--- src/rtl/braille_stream_decoder.sv ---
// Serial 6-dot Braille cell decoder with capital/number sign handling.
// Decoded characters go into a small output FIFO with a valid/ready handshake.
module braille_stream_decoder #(
    parameter int FIFO_DEPTH      = 4,
    parameter bit SPACE_EXITS_NUM = 1'b1
) (
    input  logic       CLK,
    input  logic       R,
    input  logic       I,
    input  logic       IV,
    output logic [7:0] Y,
    output logic       INV,
    output logic       YV,
    input  logic       YR,
    output logic       OVF
);

    localparam int AW = (FIFO_DEPTH > 1) ? $clog2(FIFO_DEPTH) : 1;
    localparam logic [8:0] INV_ENTRY = {1'b1, 8'h3F};
    localparam logic [AW:0] FULL_LEVEL = (AW+1)'(FIFO_DEPTH);

    logic [2:0]    r_cnt;
    logic [4:0]    r_sh;
    logic          r_num;
    logic          r_cap;
    logic [8:0]    r_mem [FIFO_DEPTH];
    logic [AW-1:0] r_wp;
    logic [AW-1:0] r_rp;
    logic [AW:0]   r_level;
    logic          r_ovf;

    logic          w_done;
    logic [5:0]    w_code;
    logic          w_is_let;
    logic [4:0]    w_idx;
    logic          w_push;
    logic [8:0]    w_pdata;
    logic          w_num_nxt;
    logic          w_cap_nxt;
    logic          w_empty;
    logic          w_full;
    logic          w_pop;
    logic          w_wr;

    assign w_done = IV && (r_cnt == 3'd5);
    assign w_code = {I, r_sh};

    // Cell code bit k-1 is dot k; returns letter index 0 (a) .. 25 (z).
    always_comb begin
        w_is_let = 1'b1;
        w_idx    = 5'd0;
        case (w_code)
            6'h01: w_idx = 5'd0;
            6'h03: w_idx = 5'd1;
            6'h09: w_idx = 5'd2;
            6'h19: w_idx = 5'd3;
            6'h11: w_idx = 5'd4;
            6'h0B: w_idx = 5'd5;
            6'h1B: w_idx = 5'd6;
            6'h13: w_idx = 5'd7;
            6'h0A: w_idx = 5'd8;
            6'h1A: w_idx = 5'd9;
            6'h05: w_idx = 5'd10;
            6'h07: w_idx = 5'd11;
            6'h0D: w_idx = 5'd12;
            6'h1D: w_idx = 5'd13;
            6'h15: w_idx = 5'd14;
            6'h0F: w_idx = 5'd15;
            6'h1F: w_idx = 5'd16;
            6'h17: w_idx = 5'd17;
            6'h0E: w_idx = 5'd18;
            6'h1E: w_idx = 5'd19;
            6'h25: w_idx = 5'd20;
            6'h27: w_idx = 5'd21;
            6'h3A: w_idx = 5'd22;
            6'h2D: w_idx = 5'd23;
            6'h3D: w_idx = 5'd24;
            6'h35: w_idx = 5'd25;
            default: w_is_let = 1'b0;
        endcase
    end

    always_comb begin
        w_push    = 1'b0;
        w_pdata   = 9'd0;
        w_num_nxt = r_num;
        w_cap_nxt = r_cap;
        if (w_done) begin
            case (w_code)
                6'h20: begin
                    w_cap_nxt = 1'b1;
                    w_num_nxt = 1'b0;
                end
                6'h3C: begin
                    w_num_nxt = 1'b1;
                    w_cap_nxt = 1'b0;
                end
                6'h30: w_num_nxt = 1'b0;
                6'h00: begin
                    w_push    = 1'b1;
                    w_pdata   = r_cap ? INV_ENTRY : {1'b0, 8'h20};
                    w_cap_nxt = 1'b0;
                    if (SPACE_EXITS_NUM) w_num_nxt = 1'b0;
                end
                default: begin
                    w_push = 1'b1;
                    if (!w_is_let) begin
                        w_pdata = INV_ENTRY;
                    end else if (r_num && (w_idx < 5'd10)) begin
                        w_cap_nxt = 1'b0;
                        if (r_cap)
                            w_pdata = INV_ENTRY;
                        else if (w_idx == 5'd9)
                            w_pdata = {1'b0, 8'h30};
                        else
                            w_pdata = {1'b0, 8'h31 + {3'b000, w_idx}};
                    end else begin
                        w_cap_nxt = 1'b0;
                        w_num_nxt = 1'b0;
                        w_pdata   = {1'b0, (r_cap ? 8'h41 : 8'h61) + {3'b000, w_idx}};
                    end
                end
            endcase
        end
    end

    assign w_empty = (r_level == '0);
    assign w_full  = (r_level == FULL_LEVEL);
    assign w_pop   = YR && !w_empty;
    assign w_wr    = w_push && (!w_full || w_pop);

    always_ff @(posedge CLK or negedge R) begin
        if (!R) begin
            r_cnt   <= 3'd0;
            r_sh    <= 5'd0;
            r_num   <= 1'b0;
            r_cap   <= 1'b0;
            r_wp    <= '0;
            r_rp    <= '0;
            r_level <= '0;
            r_ovf   <= 1'b0;
        end else begin
            if (IV) begin
                if (w_done) begin
                    r_cnt <= 3'd0;
                    r_sh  <= 5'd0;
                end else begin
                    r_cnt       <= r_cnt + 3'd1;
                    r_sh[r_cnt] <= I;
                end
            end
            r_num <= w_num_nxt;
            r_cap <= w_cap_nxt;
            if (w_wr) r_wp <= r_wp + 1'b1;
            if (w_pop) r_rp <= r_rp + 1'b1;
            r_level <= r_level + (AW+1)'(w_wr) - (AW+1)'(w_pop);
            if (w_push && !w_wr) r_ovf <= 1'b1;
        end
    end

    // Storage needs no reset: the head is masked while the FIFO is empty.
    always_ff @(posedge CLK) begin
        if (w_wr) r_mem[r_wp] <= w_pdata;
    end

    assign YV  = !w_empty;
    assign Y   = w_empty ? 8'h00 : r_mem[r_rp][7:0];
    assign INV = w_empty ? 1'b0  : r_mem[r_rp][8];
    assign OVF = r_ovf;

endmodule

--- config.mk ---
export PLATFORM = sky130hd
export DESIGN_NAME = braille_stream_decoder
export DESIGN_NICKNAME = d
export VERILOG_FILES = /design/src/rtl/braille_stream_decoder.sv
export SDC_FILE = /design/constraint.sdc
export NUM_CORES = 1
export LEC_CHECK = 0
export CAP_MARGIN = 0
export CELL_PAD_IN_SITES_DETAIL_PLACEMENT = 1
export CELL_PAD_IN_SITES_GLOBAL_PLACEMENT = 2
export CORE_UTILIZATION = 41
export DETAILED_ROUTE_END_ITERATION = 8
export HOLD_SLACK_MARGIN = 0.02
export PLACE_DENSITY_LB_ADDON = 0.1
export SYNTH_ARGS = -nofsm -noshare
export SYNTH_HDL_FRONTEND = slang
export SYNTH_SLANG_ARGS = --single-unit
--- constraint.sdc ---
create_clock -name CLK -period 3.4 [get_ports CLK]
set_input_delay 0.51 -clock CLK [delete_from_list [all_inputs] [get_ports CLK]]
set_output_delay 0.51 -clock CLK [all_outputs]
set_load 0.05 [all_outputs]
==> results.cfg <==
[worst_setup_path]
startpoint_type = flip-flop
worstPathArrival_ns = 2.49
reg2reg_to = r_level[2]
r2r_slack_ns = 0.66
reg2reg_depth = 13
path_max_fanout = 10
regToRegStartpoint = r_cnt[1]
critPathRequiredTime_ns = 2.89
critPathKind = reg -> out
worstSetupEndpointType = output pin

[yosys]
synth_area_um2 = 2910
ys_top_cells_by_count = edfxtp_1 (36), nand2_1 (20), dfrtp_1 (18), and2_1 (14), nor2_1 (12)
avgSynthCellArea_um2 = 12.1
synth-edff-count = 36
synth_top_cell_by_area = edfxtp_1
synth_seq_cells = 54
synthArstFlopShare_pct = 33.3
synth_top_area_share_pct = 37.2
yosysMostFrequentCell = edfxtp_1
synth.area.top_cells = edfxtp_1 (37%), dfrtp_1 (15%), mux4_2 (7.0%), ha_1 (4.3%), and2_1 (3.0%)
syn_inst = 240
ys_dominant_reg_cell = edfxtp_1
synth_cell_types = 55
yosysSeqAreaShare_pct = 52.6
synth_warnings = 0

[clocking]
insertion_delay_ns = 0.31
post_cts_buffers = 0
cts_tree = yes
cts_made_buffers = 5
hold_buffers = 0
post_cts_resized = 0
clockBufferDepth = 2
cts.clk_slew.worst_paths_ns = 0.10
htreeDepth = 2
clkSinkCount = 54
clockRootBuffer = clkbuf_8

[power_and_ir_drop]
power_density_nw_per_um2 = 852
p_leak_nw = 1.20
max-vdd-ir-drop_uv = 403

[layout]
antennaDiodeCount = 0
fill_cells = 748
area.growth.synth_to_final_pct = 12.2
drive_gt1_share_pct = 14.7
final_util_pct = 47.8
nets = 274

[sta]
relSlewSlack_pct = 41.6
fmax_ghz = 0.334
slew_violations = 0
clock_skew_ns = 0.0103
tns_ns = 0
tightest_slew_ns = 0.873
finalHoldViolCount = 0
rsz0062_at_grt = false
finalCritPeriodShare_pct = 88.1
setup_viol = 0
min_period_ns = 3.00

[global_routing]
antenna_found_initial = 0
track_usage_pct = 17.8
grt_first_pass_wirelength_mm = 10.1
overflow = 0
first_global_vias = 2012
grt_max_degree = 23

[min_path]
hold_depth = 1
hold_start = OVF
hold_path.class = reg -> reg
hold_end = OVF

[run_status]
run_status = completed

[die]
rows = 30
initial_core_util_pct = 42.6
io_pins = 16
die_h_um = 86.2
core-area_um2 = 6830
fp.dieArea_um2 = 7440
die_x_um = 86.2

[place]
place_hpwl_mm = 4.16
port_buffers = 15
gp_congestion = 0.743

[drt]
wl_mm = 5.88
drtAntennaViolNets = 0
drtPass1Iterations = 4
vias = 1837
route.detailed.drc = 0
viasPerCell = 5.17
dr.first_iter.drc_count = 57
wire_per_inst_um = 16.6

[job]
maxCapViolations = 0
==> layout by cell type, fill, tap and decap left out, types with 3 or more instances in the layout <==
cell type	instances
edfxtp_1	36
nand2_1	20
dfrtp_1	18
clkdlybuf4s50_1	15
and2_1	14
nor2_1	12
a21oi_1	10
ha_1	10
mux4_2	9
buf_4	9
mux2i_1	8
inv_1	8
nand2b_1	6
o21ai_0	6
xnor2_1	5
clkbuf_8	5
o21ai_1	4
o22ai_1	4
nand3_1	4
conb_1	4
a21oi_2	3
nor2b_1	3
==> cell families (layout without fill, tap and decap cells) <==
logic type / count (synthesis) / after routing / synth area share [%]
muxes: 19 / 19 / 10.5
AOI/OAI and AO/OA: 40 / 40 / 8.99
xor gates and xnor gates: 7 / 7 / 2.11
buffers and inverters: 27 / 43 / 4.26
adders and majority gates: 11 / 11 / 4.99
other: 1 / 4 / 0.129
and+or+nand+nor: 81 / 81 / 16.4
DFF: 54 / 54 / 52.6
==> report_power, final <==
| part | internal, W | switching, W | total (W) | leakage (nW) |
|---|---|---|---|---|
| Sequential | 0.000821 | 0.000169 | 0.000990 | 0.539 |
| Combinational | 0.000596 | 0.000833 | 0.00143 | 0.622 |
| Clock | 0.000146 | 0.000216 | 0.000362 | 0.0374 |
==> flip-flops by register name, summed over array words and instances (netlist names) <==
register and cells:
r_wp 2, r_cnt 3, r_num 1, OVF 1, r_rp 2, r_cap 1
r_mem 36, r_sh 5, r_level 3
==> critical path, stage by stage, from the launching register on <==
cell,delay [ns]
dfrtp_1,0.74
mux4_2,0.58
and2_1,0.17
clkdlybuf4s50_1,0.69
==> layer usage <==
| layer | track usage (%) | share of wire, % |
|---|---|---|
| met5 | 0 | 0 |
| met4 | 5.76 | 0.90 |
| met3 | 3.14 | 1.7 |
| met2 | 30.0 | 49 |
| met1 | 23.3 | 48 |
==> cell type report <==
class | count | area [µm²] | area share [%]
Timing Repair Buffer | 24 | 218 | 6.67
Multi-Input combinational cell | 162 | 1260 | 38.8
Tap cell | 96 | 120 | 3.68
Inverter | 11 | 41.3 | 1.27
Clock buffer | 6 | 72.6 | 2.22
Sequential cell | 54 | 1530 | 46.9
Clock inverter | 2 | 15.0 | 0.460
==> stage by stage <==
step           worst slack, ns  area, µm²  std cells  hold WS (ns)  power (W)
2_1_floorplan            0.813       2920        243         0.214    0.00207
4_1_cts                  0.332       3260        355         0.507    0.00282
6_report                 0.403       3260        355         0.505    0.00278
3_5_place_dp             0.151       3180        347         0.484    0.00246
3_3_place_gp             0.241       3180        347         0.476    0.00243
5_1_grt                  0.235       3260        355         0.523    0.00298
==> worst max-delay path by stage <==
stage / startpoint / endpoint / depth (start not counted)
global placement: I / r_level[2] / 13
finish: r_rp[0] / Y[0] / 3
detailed placement: I / r_level[2] / 13
floorplan: I / r_level[2] / 13
CTS: r_rp[0] / Y[7] / 3
global route: r_rp[0] / Y[6] / 3
(Power assumes the default switching activity.)
